`config.mk`:
```
export PLATFORM = sky130hd
export DESIGN_NAME = multicycle_sub_128_flat
export DESIGN_NICKNAME = d
export VERILOG_FILES = /design/src/rtl/multicycle_sub_128_if.sv /design/src/rtl/multicycle_sub_128.sv /design/src/flat_wrapper.sv
export SDC_FILE = /design/constraint.sdc
export NUM_CORES = 1
export LEC_CHECK = 0
export CELL_PAD_IN_SITES_DETAIL_PLACEMENT = 0
export CELL_PAD_IN_SITES_GLOBAL_PLACEMENT = 1
export CORE_UTILIZATION = 45
export CTS_CLUSTER_SIZE = 40
export DETAILED_ROUTE_END_ITERATION = 8
export DONT_BUFFER_PORTS = 1
export PLACE_DENSITY = 0.78
export SETUP_SLACK_MARGIN = 0.15
export SLEW_MARGIN = 20
export SYNTH_ARGS = -nofsm -noshare
export SYNTH_HDL_FRONTEND = slang
export SYNTH_SLANG_ARGS = --single-unit
```
`constraint.sdc`:
```
create_clock -name clk -period 14.11 [get_ports clk]
set_input_delay 2.822 -clock clk [delete_from_list [all_inputs] [get_ports clk]]
set_output_delay 2.822 -clock clk [all_outputs]
set_load 0.02 [all_outputs]
```
`src/rtl/multicycle_sub_128_if.sv`:
```
// Handshake and operand/result bundle for the multicycle 128-bit subtractor.
// The master drives the request and operands; the slave returns the result and flags.
interface multicycle_sub_128_if;
    logic         start;
    logic [127:0] a;
    logic [127:0] b;
    logic [127:0] diff;
    logic         borrow;
    logic         zero;
    logic         busy;
    logic         done;

    modport master (
        output start, a, b,
        input  diff, borrow, zero, busy, done
    );

    modport slave (
        input  start, a, b,
        output diff, borrow, zero, busy, done
    );
endinterface

```
`src/rtl/multicycle_sub_128.sv`:
```
// 128-bit subtractor computing a - b over four cycles with one shared 32-bit add slice.
// Subtraction is done as a + ~b + 1, so the slice carry chain starts at 1.
// The final carry-out is the inverse of the unsigned borrow.
module multicycle_sub_128 #(
    parameter int SLICE_W = 32
) (
    input  logic                  clk,
    input  logic                  rst,
    multicycle_sub_128_if.slave   bus
);

    localparam int NSLICE = 128 / SLICE_W;
    localparam int KW     = $clog2(NSLICE);

    typedef enum logic {
        IDLE,
        RUN
    } state_t;

    state_t state;
    state_t state_next;

    logic [KW-1:0]    k;
    logic             carry;
    logic [127:0]     a_q;
    logic [127:0]     b_q;
    logic [127:0]     diff_q;
    logic             borrow_q;
    logic             zero_q;
    logic             busy_q;
    logic             done_q;

    logic [SLICE_W-1:0] a_slice;
    logic [SLICE_W-1:0] b_slice;
    logic [SLICE_W:0]   slice_sum;
    logic               accept;
    logic               last_slice;

    assign bus.diff   = diff_q;
    assign bus.borrow = borrow_q;
    assign bus.zero   = zero_q;
    assign bus.busy   = busy_q;
    assign bus.done   = done_q;

    // Next-state logic plus the shared slice adder working on the current slice k.
    always_comb begin
        state_next = state;
        accept     = 1'b0;
        last_slice = 1'b0;
        a_slice    = a_q[k*SLICE_W +: SLICE_W];
        b_slice    = b_q[k*SLICE_W +: SLICE_W];
        slice_sum  = {1'b0, a_slice} + {1'b0, ~b_slice} + {{SLICE_W{1'b0}}, carry};
        case (state)
            IDLE: begin
                if (bus.start) begin
                    accept     = 1'b1;
                    state_next = RUN;
                end
            end
            RUN: begin
                if (k == KW'(NSLICE - 1)) begin
                    last_slice = 1'b1;
                    state_next = IDLE;
                end
            end
            default: state_next = IDLE;
        endcase
    end

    // State register; reset aborts any operation in flight.
    always_ff @(posedge clk or posedge rst) begin
        if (rst) begin
            state <= IDLE;
        end else begin
            state <= state_next;
        end
    end

    // Operand latching, slice-by-slice result write-back and flag/handshake generation.
    always_ff @(posedge clk or posedge rst) begin
        if (rst) begin
            k        <= '0;
            carry    <= 1'b1;
            a_q      <= '0;
            b_q      <= '0;
            diff_q   <= '0;
            borrow_q <= 1'b0;
            zero_q   <= 1'b0;
            busy_q   <= 1'b0;
            done_q   <= 1'b0;
        end else begin
            done_q <= 1'b0;
            if (accept) begin
                a_q    <= bus.a;
                b_q    <= bus.b;
                k      <= '0;
                carry  <= 1'b1;
                busy_q <= 1'b1;
            end
            if (state == RUN) begin
                diff_q[k*SLICE_W +: SLICE_W] <= slice_sum[SLICE_W-1:0];
                carry                        <= slice_sum[SLICE_W];
                k                            <= k + KW'(1);
                if (last_slice) begin
                    borrow_q <= ~slice_sum[SLICE_W];
                    zero_q   <= (diff_q[(NSLICE-1)*SLICE_W-1:0] == '0) &&
                                (slice_sum[SLICE_W-1:0] == '0);
                    done_q   <= 1'b1;
                    busy_q   <= 1'b0;
                    k        <= '0;
                end
            end
        end
    end

endmodule
```
`src/flat_wrapper.sv`:
```
// flat-port wrapper written by rule: the top's interface ports become plain ports
module multicycle_sub_128_flat 
#(
    parameter int SLICE_W = 32
)
  (clk, rst, bus_start, bus_a, bus_b, bus_diff, bus_borrow, bus_zero, bus_busy, bus_done);
  multicycle_sub_128_if bus_i ();
  input  logic clk;
  input  logic rst;
  input wire logic [$bits(bus_i.start)-1:0] bus_start;
  input wire logic [$bits(bus_i.a)-1:0] bus_a;
  input wire logic [$bits(bus_i.b)-1:0] bus_b;
  output wire logic [$bits(bus_i.diff)-1:0] bus_diff;
  output wire logic [$bits(bus_i.borrow)-1:0] bus_borrow;
  output wire logic [$bits(bus_i.zero)-1:0] bus_zero;
  output wire logic [$bits(bus_i.busy)-1:0] bus_busy;
  output wire logic [$bits(bus_i.done)-1:0] bus_done;
  assign bus_i.start = bus_start;
  assign bus_i.a = bus_a;
  assign bus_i.b = bus_b;
  assign bus_diff = bus_i.diff;
  assign bus_borrow = bus_i.borrow;
  assign bus_zero = bus_i.zero;
  assign bus_busy = bus_i.busy;
  assign bus_done = bus_i.done;
  multicycle_sub_128 #(.SLICE_W(SLICE_W)) u_core (.clk(clk), .rst(rst), .bus(bus_i));
endmodule
```
==> results of run 1 <==
## metal layers
| metal | GRT usage (%) | vias to the layer above |
|---|---|---|
| met1 | 34.43 | 5950 |
| met3 | 7.430 | 92 |
| met4 | 7.197 | 18 |
| met2 | 38.32 | 457 |
| met5 | 0 | - |
| li1 | - | 4999 |
## cells in the mapped netlist, drive strengths merged (7+ instances only)
cell / number / area (um^2)
a21oi: 27 / 168.9
a22o: 76 / 665.6
and2: 8 / 51.30
buf: 19 / 118.9
clkbuf: 61 / 239.0
dfrtp: 391 / 9784
ha: 36 / 450.4
inv: 45 / 168.9
mux2: 257 / 2894
mux4: 64 / 1441
nand2: 89 / 334.1
nand3: 14 / 70.07
nand4: 8 / 50.05
nor2: 27 / 101.4
nor3: 15 / 80.08
nor4: 28 / 190.2
o21a: 7 / 55.06
o21ai: 74 / 374.1
xnor2: 18 / 157.7
xor2: 9 / 86.34
## worst min-delay path by stage
stage / from / endpoint / slack (ns) / cells after the start
floorplan: u_core.a_q[64]$_DFFE_PP0P_ / u_core.a_q[64]$_DFFE_PP0P_ / 0.48 / 1
finish: u_core.b_q[36]$_DFFE_PP0P_ / u_core.b_q[36]$_DFFE_PP0P_ / 0.50 / 1
detailed placement: u_core.a_q[94]$_DFFE_PP0P_ / u_core.a_q[94]$_DFFE_PP0P_ / 0.49 / 1
CTS: u_core.a_q[94]$_DFFE_PP0P_ / u_core.a_q[94]$_DFFE_PP0P_ / 0.50 / 1
global route: u_core.b_q[34]$_DFFE_PP0P_ / u_core.b_q[34]$_DFFE_PP0P_ / 0.52 / 1
global placement: u_core.b_q[108]$_DFFE_PP0P_ / u_core.b_q[108]$_DFFE_PP0P_ / 0.49 / 1
## state kept, by name, summed over array words and instances, names as in the netlist
name and cells:
u_core.bus.done 1, u_core.bus.busy 1, u_core.k 2, u_core.state 1, u_core.carry 1, u_core.bus.zero 1, u_core.bus.borrow 1, u_core.b_q 128
u_core.a_q 128, u_core.bus.diff 128
## kinds of logic (layout without fill, tap and decap cells)
kind of cell / Yosys count / after routing / synth area share [%]
compound gates: 233 / 233 / 9.467
other cells: 0 / 9 / 0
buf+inv: 125 / 134 / 2.886
fa+ha+maj: 38 / 38 / 2.687
simple gates: 219 / 219 / 6.067
flops: 392 / 392 / 53.75
xor+xnor: 27 / 27 / 1.337
mux: 322 / 322 / 23.81
## per-stage QoR
step           util (%)  area (um^2)  cells  setup WS [ns]
6_report          50.57        20140   1899          9.013
5_1_grt           50.55        20130   1896          8.666
2_1_floorplan         -        18250   1356         0.3920
3_5_place_dp      46.93        18690   1814          8.915
3_3_place_gp      46.93        18690   1814          8.961
4_1_cts           50.51        20110   1890          8.903
## worst max-delay path: cells and delay by family, from the launching register on
family / cells / cell delay, ns
AO/OA/AOI/OAI: 6 / 1.59
adder cells (fa/ha/maj): 1 / 0.40
AND/OR/NAND/NOR: 1 / 0.52
multiplexers: 1 / 0.65
XOR/XNOR: 1 / 0.25
buffers and inverters: 1 / 0.78
flip-flops: 1 / 0.77
## cell type report
cell class              instances  area, um^2  share of cell area, %
well taps                     525       656.9                  3.262
clock inverters                16       175.2                 0.8698
flip-flops and latches        392        9818                  48.75
multi-input cells             839        7928                  39.36
repair buffers                 13       113.9                 0.5654
clock buffers                  60        1249                  6.200
diodes                          9       22.52                 0.1118
inverters                      45       176.4                 0.8760
==> metrics, run 1 <==
syn avg cell area=13.46 um^2; commonest non-fill, non-tap cell in the layout=dfrtp_1; maximum root-to-sink buffer count=3; synth warn=0; Core ar.=39820 um^2; Worst-Skew Late Latency=0.57 ns; post-synthesis async set-or-reset flop share=100.0%; hold crit path type=reg2reg; RSZ-0062 raised after global routing=false; WL final=51190 um; top_reg_cell synth=dfrtp_1; Die H=203.4 um; DR WL met3=4418 um; synthesized area=18250 um^2; crit path cell chain=buf_4 -> mux4_2 -> ha_1 -> a21oi_1 -> o21ai_0 -> a31oi_1 -> o31ai_2 -> a311oi_2 -> xnor2_1 -> or4_4 -> o31ai_2; Post-CTS Resized=0; layout cells sized above 1=32.89%; final net count=1630; max-cap viol count=0; Final setup viols=0; vias in the first global route=11990; global-route usage over all layers=25.00%; crit path capture=u_core.bus.zero$_DFFE_PP0P_; Clock transition at path regs=0.06 ns; # port buffers=0; top layer used by detailed routing=met5; largest net degree at the start of global routing=181; Setup crit end kind=register; post-synthesis cell count=1356; Post-synth EDFFs=0; DRC Markers=0; Final period util=36.12%; post-CTS setup buffers=0; reg2reg start=u_core.k[0]$_DFFE_PP0P_; Setup crit start kind=register; most used cell, CP=o31ai_2; Net Count, Synth=1653; hold buffer count at cts=0; Die X=203.4 um; Final Max Slew Viols=0; IO Pins=391; Critical Path Slowest Stage Cell=buf_4; R2R depth=11; Synth Register Bits=392; final hold violations=0; sequential fraction of the synthesis area=53.75%; Area growth syn-to-layout=10.34%; clk root buf=clkbuf_16; Worst Path Arrival=5.56 ns; actual slew at the worst max-slew pin=1.039 ns; initial cell density of the core=45.83%; row cnt=73; reg-to-reg endpoint=u_core.bus.zero$_DFFE_PP0P_; Layout Skew=0.02021 ns; TNS Setup=0 ns; HPWL after detailed placement=37010 um; initial antenna violation count=18; DIE AREA=41370 um^2; post-route ant nets=0; Slew HR=30.26%; Layout fillers=3435; Overflow after GRT=0; WL met2=23530 um; average wire per standard cell=26.96 um; wl on met1=22010 um; Worst Hold Slack=0.4977 ns; CTS tree=built; critical path's largest stage delay=0.78 ns; Yosys cell types=81; Tmin final=5.097 ns; Final Wtd Congestion=0.8837; cts bufs inserted=42; Max Clk Rate=196.2 MHz; status=completed; Starting DRT DRC Count=742; Vias/cell=6.064; Worst Path Required=14.57 ns; largest fanout on the critical path=44; H-tree depth=2; R2R setup slack=9.01 ns; most frequent cells in the layout=389 x dfrtp_1, 257 x mux2_2, 89 x nand2_1; Crit. Startpoint=u_core.k[0]$_DFFE_PP0P_; critical path class=reg2reg; clk sinks=392; first-pass GRT wire length=77320 um; First-pass DRT Iterations=4; via count=11520
Power of run 1 is left out: the tool's default activity adds up to more than one toggle a clock period on the data nets, which glitch-free logic cannot reach.
==> inputs of run 2 (changes only) <==
PLACE_DENSITY = 0.75   (was 0.78)
clock period = 4.73 ns   (was 14.11 ns; I/O delays follow)
==> run 2 against run 1 <==
Die area did not move. Via count rose by 1.2%. First-iteration DRC count rose by 6.3%. Wire length rose by 2.3%. Critical path type unchanged. Critical endpoint unchanged. Largest cell class unchanged.
==> metrics, run 2 (synthesis results as in run 1) <==
Layout fillers=3415; largest net degree at the start of global routing=90; WL final=52380 um; DRC Markers=0; CTS tree=built; Cells after DPL=1841; met3 usage=8.373%; Final period util=90.99%; RSZ-0062 raised after global routing=false; critical path's largest stage delay=0.55 ns; final net count=1668; GR Layer Usage met2=38.66%; post-route ant nets=0; max-cap viol count=0; actual slew at the worst max-slew pin=1.039 ns; Placed Area=18990 um^2; maximum root-to-sink buffer count=3; Max Clk Rate=232.4 MHz; First-pass DRT Iterations=5; most used routing layer=met2; Overflow after GRT=0; Final Max Slew Viols=0; first-pass GRT wire length=78380 um; Final Wtd Congestion=0.8499; Slew HR=30.25%; Setup crit start kind=register; HPWL after detailed placement=38270 um; initial antenna violation count=23; most frequent cells in the layout=389 x dfrtp_1, 257 x mux2_2, 89 x nand2_1; layout cells sized above 1=34.33%; Core ar.=39820 um^2; # port buffers=0; row cnt=73; Worst Path Arrival=4.79 ns; IO Pins=391; Final setup viols=0; final hold violations=0; Layout Skew=0.02227 ns; initial cell density of the core=45.83%; cell class contributing the biggest share of worst-path delay=simple AND/OR/NAND/NOR gates; global-route usage over all layers=25.41%; Worst Hold Slack=0.2339 ns; status=completed; Starting DRT DRC Count=789; average wire per standard cell=26.99 um; CP Buf/Inv Count=2; Tmin final=4.304 ns; most used cell, CP=nor4_1; commonest non-fill, non-tap cell in the layout=dfrtp_1; Setup crit end kind=register; Critical Path Slowest Stage Cell=fa_1; cts bufs inserted=44; Clock transition at path regs=0.07 ns; met1 GRT Util=34.27%; hold crit path type=in2async; Vias/cell=6.002; clk sinks=392; largest fanout on the critical path=14; Die X=203.4 um; crit path cell chain=buf_12 -> mux4_2 -> fa_1 -> inv_1 -> fa_1 -> nor4_1 -> nand4_1 -> nor4_1 -> nand3b_1 -> or4bb_1 -> nor4_1 -> nand4bb_1 -> o31ai_2; Worst-Skew Late Latency=0.58 ns; Worst Path Required=5.22 ns; Die H=203.4 um; non-filler instance count after layout=1941; finished layout cell area=20630 um^2; critical path class=reg2reg; H-tree depth=2; DIE AREA=41370 um^2; clk root buf=clkbuf_16; TNS Setup=0 ns; via count=11650; vias in the first global route=12160; Area growth syn-to-layout=13.00%; hold buffer count at cts=0
[run 2: cell types whose count changed in the layout (fill, tap and decap cells not counted), moves of 4 or more]
cell / previous run / this run
bufinv_16: 2 / 6
clkbuf_8: 13 / 3
clkbuf_1: 5 / 11
buf_4: 11 / 37
buf_12: 1 / 10
[run 2: final timing paths]
| path | start | endpoint | slack, ns | depth (start not counted) |
|---|---|---|---|---|
| worst max-delay path | u_core.k[0]$_DFFE_PP0P_ | u_core.bus.zero$_DFFE_PP0P_ | 0.43 | 13 |
| worst min-delay path | rst | u_core.bus.diff[109]$_DFFE_PP0P_ | 0.23 | 1 |
| worst max register to register | u_core.k[0]$_DFFE_PP0P_ | u_core.bus.zero$_DFFE_PP0P_ | 0.43 | 13 |
| worst min register to register | u_core.a_q[67]$_DFFE_PP0P_ | u_core.a_q[67]$_DFFE_PP0P_ | 0.50 | 1 |
| max in group asynchronous | rst | u_core.a_q[123]$_DFFE_PP0P_ | 3.32 | 3 |
| min in group clk | u_core.a_q[67]$_DFFE_PP0P_ | u_core.a_q[67]$_DFFE_PP0P_ | 0.50 | 1 |
[run 2: final cells by class]
type | count | area [um^2] | share of cell area (%)
sequential | 392 | 9818 | 47.60
multi-input combinational | 839 | 7928 | 38.43
clock buffer | 58 | 1184 | 5.739
tap | 525 | 656.9 | 3.185
timing repair buffer | 49 | 530.5 | 2.572
clock inverter | 21 | 306.5 | 1.486
inverter | 45 | 172.7 | 0.8371
antenna | 12 | 30.03 | 0.1456
[run 2: stage by stage]
stage | utilization [%] | worst slack, ns
global route | 51.76 | 0.2134
global placement | 47.68 | 0.4301
detailed placement | 47.68 | 0.3641
floorplan | - | -1.489
CTS | 51.42 | 0.3497
finish | 51.79 | 0.4262
[run 2: routing by layer]
layer	wire, um	vias up
met5	147	-
met4	1206	24
met3	4519	104
met2	24190	437
met1	22320	6010
li1	-	5074
[run 2: repair_timing]
action                                  4_1_cts  5_1_grt
endpoints found under the setup margin        0        3
gates resized for setup                       0        1
buffers inserted                              0        7
endpoints found under the hold margin         0        0
Power of run 2 is left out for the same reason.
==> inputs of run 3 (changes only) <==
CTS_BUF_LIST = sky130_fd_sc_hd__clkbuf_8   (was default)
CTS_CLUSTER_SIZE = 16   (was 40)
==> run 3 against run 2 <==
Critical endpoint unchanged. Final cell count rose by 1.9%. Register-to-register slack improved by 0.02 ns. Setup slack improved by 0.024 ns. Core utilization fell by 0.094 points. Via count rose by 1.3%. Sequential cell count did not move. First-iteration DRC count rose by 2.8%. Critical path depth did not move. Non-clock buffer count did not move. Cell area fell by 0.18%. Die area did not move.
==> metrics, run 3 (synthesis results as in run 1) <==
HPWL after detailed placement=38270 um; Worst-Skew Late Latency=0.62 ns; cts bufs inserted=69; clk root buf=clkbuf_8; Final Wtd Congestion=0.8499; most frequent cells in the layout=389 x dfrtp_1, 257 x mux2_2, 89 x nand2_1; CTS tree=built; H-tree depth=3; DIE AREA=41370 um^2; final net count=1693; initial cell density of the core=45.83%; via count=11800; actual slew at the worst max-slew pin=0.9809 ns; R2R setup slack=0.45 ns; Worst Path Arrival=4.81 ns; vias in the first global route=12370; Area growth syn-to-layout=12.80%; Worst Path Required=5.26 ns; # port buffers=0; hold buffer count at cts=0; commonest non-fill, non-tap cell in the layout=dfrtp_1; Cells after DPL=1841; hold crit path type=in2async; Worst Hold Slack=0.1678 ns; final hold violations=0; clk sinks=392; FF/Latch Area=9818 um^2; IO Pins=391; Core ar.=39820 um^2; maximum root-to-sink buffer count=3; Max Clk Rate=233.7 MHz; Final period util=90.48%; Final WS setup=0.4505 ns; Die H=203.4 um; DRC Markers=0; Multi-input gate area=7928 um^2; layout cells sized above 1=35.71%; Clock transition at path regs=0.07 ns; Setup crit end kind=register; first-pass GRT wire length=78840 um; First-pass DRT Iterations=4; max-cap viol count=0; Slew HR=34.14%; non-filler instance count after layout=1977; Die X=203.4 um; Final Max Slew Viols=0; Starting DRT DRC Count=811; critical path class=reg2reg; Final setup viols=0; Overflow after GRT=0; global-route usage over all layers=25.57%; Layout Skew=0.03309 ns; RSZ-0062 raised after global routing=false; Layout fillers=3429; largest net degree at the start of global routing=90; largest fanout on the critical path=14; row cnt=73; Tmin final=4.280 ns; WL final=52540 um; Place WS=0.3641 ns; Setup crit start kind=register; average wire per standard cell=26.58 um; Vias/cell=5.967; status=completed; initial antenna violation count=21; post-route ant nets=0
==> run 3: cell count changes in the layout (fill, tap and decap cells not counted), moves of 2 or more <==
| cell | before | now |
|---|---|---|
| clkbuf_1 | 11 | 0 |
| clkbuf_16 | 45 | 1 |
| clkbuf_8 | 3 | 86 |
| clkinv_4 | 3 | 1 |
| diode_2 | 12 | 10 |
| inv_1 | 44 | 60 |
| inv_6 | 4 | 2 |
==> run 3: final timing paths <==
path                                            start                          end  depth (start not counted)
max in group asynchronous                         rst  u_core.a_q[126]$_DFFE_PP0P_                          3
hold reg to reg            u_core.b_q[42]$_DFFE_PP0P_   u_core.b_q[42]$_DFFE_PP0P_                          1
hold / removal                                    rst   u_core.a_q[54]$_DFFE_PP0P_                          1
setup / recovery              u_core.k[0]$_DFFE_PP0P_  u_core.bus.zero$_DFFE_PP0P_                         13
min in group clk                           bus_a[119]  u_core.a_q[119]$_DFFE_PP0P_                          1
setup reg to reg              u_core.k[0]$_DFFE_PP0P_  u_core.bus.zero$_DFFE_PP0P_                         13
==> run 3: per-stage QoR <==
step           util [%]  cell area [um^2]  setup TNS (ns)
3_3_place_gp      47.68             18990               0
3_5_place_dp      47.68             18990               0
5_1_grt           51.66             20570               0
4_1_cts           51.34             20450               0
2_1_floorplan         -             18260         -582.26
6_report          51.70             20590               0
==> run 3: per-layer routing <==
layer  part of all wire (%)  track usage, %
met1                     42           34.26
met2                     46           38.49
met3                    9.9           9.236
met4                    2.2           8.459
met5                   0.26               0
==> run 3: final cells by class <==
type | instances | area share [%]
sequential | 392 | 47.69
multi-input combinational | 839 | 38.50
clock buffer | 86 | 5.749
tap | 525 | 3.191
timing repair buffer | 49 | 2.577
clock inverter | 31 | 1.331
inverter | 45 | 0.8387
antenna | 10 | 0.1215
==> run 3: critical path: stages (launching register included) <==
cell,delay [ns]
dfrtp_4,0.54
buf_12,0.18
mux4_2,0.31
fa_1,0.44
inv_1,0.09
fa_1,0.56
nor4_1,0.33
nand4_1,0.13
nor4_1,0.35
nand3b_1,0.15
or4bb_1,0.54
nor4_1,0.26
nand4bb_1,0.15
o31ai_2,0.19
==> run 3: repair_timing <==
action	4_1_cts	5_1_grt
resized for setup	0	1
buffers inserted	0	7
endpoints found under the setup margin	0	1
Power of run 3 is left out for the same reason.
==> RTL edit 1 (settings of run 1) <==
Make the reset (`rst`) synchronous in 2 clocked blocks.
--- a/src/rtl/multicycle_sub_128.sv
+++ b/src/rtl/multicycle_sub_128.sv
@@ -70,3 +70,3 @@
     // State register; reset aborts any operation in flight.
-    always_ff @(posedge clk or posedge rst) begin
+    always_ff @(posedge clk) begin
         if (rst) begin
@@ -79,3 +79,3 @@
     // Operand latching, slice-by-slice result write-back and flag/handshake generation.
-    always_ff @(posedge clk or posedge rst) begin
+    always_ff @(posedge clk) begin
         if (rst) begin
Behaviour: differs if rst is asserted again (counterexample within 4 cycles, from zero or initial values and one cycle with rst high); with rst held inactive, the same outputs for 4 cycles.
==> RTL edit 1 against run 1 <==
Global-route usage rose by 2.6 points. Synthesized area fell by 6.9%. Worst setup slack got worse by 0.54 ns. Routed wire length rose by 6.0%. Sequential cell count did not move. Die area fell by 6.8%. Final area fell by 7.2%. Critical path type unchanged.
==> RTL edit 1: results (changes against run 1) <==
| Metric | Value |
|---|---|
| Placed Area | `17,200 sq um (-7.7%)` |
| Synth top area cells | `dfxtp_1 46%, nand2_1 12%, mux4_2 8.5%, a21oi_1 8.4%, a22oi_1 4.1%` |
| R2R setup slack | `8.48 ns (-0.54 ns)` |
| Global-route wire length before repair | `81.5 mm (+5.3%)` |
| Syn Nets | `2,274 (+38%)` |
| Max rail drop VDD | `approximately 0.086 mV` |
| Worst reg-to-reg path cell count | `14 (+3)` |
| GRT Total Usage | `27.7% (+2.6 points)` |
| CP endpoint | `u_core.bus.zero` |
| Routability cong. | `0.894 (+1.1%)` |
| Ys flop type | `dfxtp_1` |
| Clock buffer depth | `3 (unchanged)` |
| DR pass1 iterations | `6 (+2)` |
| Port buffer count | `0 (unchanged)` |
| Worst r2r src | `u_core.k[0]` |
| Antenna violations before repair | `2 (-16)` |
| Max Clock Skew | `0.0296 ns (+0.00934 ns)` |
| Wire length per cell | `22.3 microns (-17%)` |
| Pin slew with the least headroom to its limit | `1.19 ns (+0.149 ns)` |
| Register area share after synthesis | `46.2% (-7.6 points)` |
| Hold Path Stages | `2 (+1)` |
| Min cycle time layout | `5.63 ns (+0.535 ns)` |
| NumNets Final | `2,191 (+34%)` |
| Avg Synthesized Cell Area | `8.60 sq um (-36%)` |
| Outcome | `finished clean` |
| Post-synth top cells | `549 x nand2_1, 392 x dfxtp_1, 285 x a21oi_1, 122 x nor2_1, 121 x clkbuf_1` |
| CTS Buf Count | `42 (unchanged)` |
| Detailed Route WL | `54.3 mm (+6.0%)` |
| Hold Path End | `u_core.b_q[91]` |
| Leak | `6.88 nW` |
| Crit Path Class | `flip-flop to flip-flop` |
| Place WS | `8.44 ns (-0.474 ns)` |
| Vias in the first global route | `13,700 (+14%)` |
| Origin of the worst setup path | `u_core.k[0]` |
| Async set-reset flop share out of synthesis | `0% (-100 points)` |
| Placed Cells | `2,354 (+30%)` |
| Share of cells above drive strength 1 | `9.41% (-23 points)` |
| Worst-path maximum fanout | `37 (-16%)` |
| Worst Hold Class | `flip-flop to flip-flop` |
| DP Wirelength | `38.6 mm (+4.4%)` |
| Post-synthesis cell type count | `80 (-1.2%)` |
| Starting DRT DRC Count | `1,239 (+67%)` |
| Pin count of the biggest net entering global routing | `363 (+100%)` |
| Synth warn | `0 (unchanged)` |
| WP data arrival | `6.14 ns (+0.58 ns)` |
| Worst Min Path Start | `u_core.b_q[91]` |
| Vias/cell | `5.82 (-4.1%)` |
-- RTL edit 1: stage by stage --
stage	hold slack, ns	power [mW]
finish	0.451	2.86
global route	0.470	2.97
CTS	0.451	2.87
detailed placement	0.443	1.74
global placement	0.439	1.73
floorplan	0.433	1.58
-- RTL edit 1: critical path, cell delays in order, from the launching register on --
cell       delay, ns
dfxtp_4         0.83
buf_4           0.73
mux4_2          0.59
ha_1            0.44
nand3_1         0.16
a2111oi_4       0.36
o31ai_2         0.13
a2111o_1        0.44
a31oi_1         0.26
a2bb2oi_2       0.27
xor2_2          0.17
or4_1           0.55
nor4_1          0.30
and4bb_1        0.23
a21o_1          0.08
-- RTL edit 1: area by class of cell --
cell class,count,area (sq um)
diodes,2,5.00
clock buffers,63,1280
clock inverters,11,159
fillers,3494,18200
inverters,49,184
multi-input cells,1392,8450
flip-flops and latches,392,7860
well taps,504,631
repair buffers,17,128
-- RTL edit 1: cells by family after synthesis --
family                   Yosys count  synth area share, %
multiplexers                      67                 8.66
AND/OR/NAND/NOR                  788                 19.3
XOR/XNOR                          19                 1.07
buffers and inverters            193                 4.36
AO/OA/AOI/OAI                    480                 17.6
adder cells (fa/ha/maj)           38                 2.89
flip-flops                       392                 46.2
-- RTL edit 1: layer usage --
layer  vias up  wire, microns  GRT usage, %
li1       6702              -             -
met1      6799          22300          35.6
met2       551          25300          44.9
met3        80           5250          7.60
met4         0           1330          8.88
met5         -              0             0
-- RTL edit 1: power breakdown --
part | switching [mW] | total, mW | internal [mW]
clock | 0.452 | 1.14 | 0.684
sequential | 0.0535 | 1.21 | 1.16
combinational | 0.334 | 0.507 | 0.173
==> RTL edit 2 (flow settings as in run 1) <==
Without the edit above. `SLICE_W` is set to 32 in 2 places; all go to 64.
--- a/src/rtl/multicycle_sub_128.sv
+++ b/src/rtl/multicycle_sub_128.sv
@@ -4,3 +4,3 @@
 module multicycle_sub_128 #(
-    parameter int SLICE_W = 32
+    parameter int SLICE_W = 64
 ) (
--- a/src/flat_wrapper.sv
+++ b/src/flat_wrapper.sv
@@ -3,3 +3,3 @@
 #(
-    parameter int SLICE_W = 32
+    parameter int SLICE_W = 64
 )
Formal check against the unedited RTL: not equivalent (a bounded check fails within 4 cycles, from zero or initial values and one cycle with rst high).
==> RTL edit 2 against run 1 <==
Final area rose by 9.2%. First-iteration DRC count grew 44%. Sequential cell count shrank 1. Worst setup slack worse by 1.0 ns. Synthesized area up 9.6%. Routed wire length rose by 14%.
Power is left out: the tool's default activity adds up to more than one toggle a clock period on the data nets, which glitch-free logic cannot reach.
==> RTL edit 2: results (changes against run 1) <==
| Metric | Value |
|---|---|
| Post-synth top cells | `390 x dfrtp_1, 329 x mux2_2, 199 x nand2_1, 174 x o21ai_0, 80 x a21oi_1` |
| Fill count | `3,942 (+15%)` |
| Worst r2r src | `u_core.k` |
| Post-synthesis cell type count | `77 (-4.9%)` |
| Hold Path End | `u_core.a_q[45]` |
| Mapped cell area | `20,000 sq um (+9.6%)` |
| Seq/total area | `44.5% (-4.2 points)` |
| Syn Nets | `2,109 (+28%)` |
| Worst Min Path Start | `u_core.a_q[45]` |
| ClkCell Share | `6.64% (-0.43 points)` |
| Starting DRT DRC Count | `1,071 (+44%)` |
| Worst-path maximum fanout | `65 (+48%)` |
| Synth top area cells | `dfrtp_1 49%, mux2_2 19%, o21ai_0 4.4%, ha_1 3.9%, nand2_1 3.7%` |
| Multi-input gate share of the layout cell area | `44.7% (+5.3 points)` |
| Placed Cells | `2,294 (+26%)` |
| Routed via count | `14,000 (+21%)` |
| Global-route wire length before repair | `88.5 mm (+14%)` |
| DP Wirelength | `44.8 mm (+21%)` |
| #FFs+latches synth | `391 (-0.26%)` |
| Non-clock buffers | `12 (-1)` |
| Outcome | `finished clean` |
| WP data arrival | `6.58 ns (+1.02 ns)` |
| Share of cells above drive strength 1 | `24.5% (-8.4 points)` |
| CTS Buf Count | `43 (+2.4%)` |
| Routability cong. | `0.928 (+5.0%)` |
| Place WS | `8.04 ns (-0.872 ns)` |
| CLK BUF | `61 (+1.7%)` |
| DR pass1 iterations | `6 (+2)` |
| Share of the synthesized area in the top cell type | `48.8% (-4.8 points)` |
| Placed Area | `20,500 sq um (+9.8%)` |
| Final cell utilization of the core | `50.6% (about the same)` |
| GRT Total Usage | `25.9% (+0.92 points)` |
| Inverter count | `17 (-62%)` |
==> RTL edit 2: cell count changes in the layout (fill, tap and decap cells not counted), moves of 29 or more <==
| cell | change |
|---|---|
| mux4_2 | -64 |
| a21oi_1 | +62 |
| mux2_2 | +72 |
| nand2_1 | +109 |
| mux2i_1 | +66 |
| o21ai_0 | +106 |
| a22o_1 | -76 |
| inv_1 | -29 |
==> RTL edit 2: worst max-delay path: stages, from the launching register on <==
cell and delay [ns]:
dfrtp_4 0.84, buf_4 0.89, mux2_2 0.44, ha_1 0.37, a21oi_1 0.27, o21ai_0 0.22, a221oi_1 0.38, o21ai_0 0.41
nand4_1 0.29, nand3_1 0.26, o311ai_0 0.90, nand3_1 0.20, nor4_2 0.21, nand4_1 0.12, o21ai_1 0.14
==> RTL edit 2: cells by family after synthesis <==
kind of cell / after synthesis / share of synthesized area [%]
mux: 396 / 21.9
fa+ha+maj: 65 / 4.14
simple gates: 393 / 9.27
flops: 391 / 48.9
compound gates: 383 / 11.4
buf+inv: 105 / 2.05
xor+xnor: 52 / 2.28
==> RTL edit 2: worst max-delay path by stage <==
stage	start	end	slack (ns)	cells past startpoint
2_1_floorplan	rst	u_core.a_q[0]	0.42	1
4_1_cts	u_core.k	u_core.bus.zero	8.01	14
3_5_place_dp	u_core.k	u_core.bus.zero	8.04	14
5_1_grt	u_core.k	u_core.bus.zero	7.53	14
3_3_place_gp	u_core.k	u_core.bus.zero	8.01	14
6_report	u_core.k	u_core.bus.zero	8.01	14
==> RTL edit 2: metal layers <==
layer / GRT usage, % / vias to the layer above / share of wire (%)
met5: 0 / - / 0
met3: 7.43 / 71 / 8.3
met4: 7.79 / 0 / 2.4
met1: 34.3 / 6990 / 43
li1: - / 6433 / -
met2: 41.1 / 466 / 46
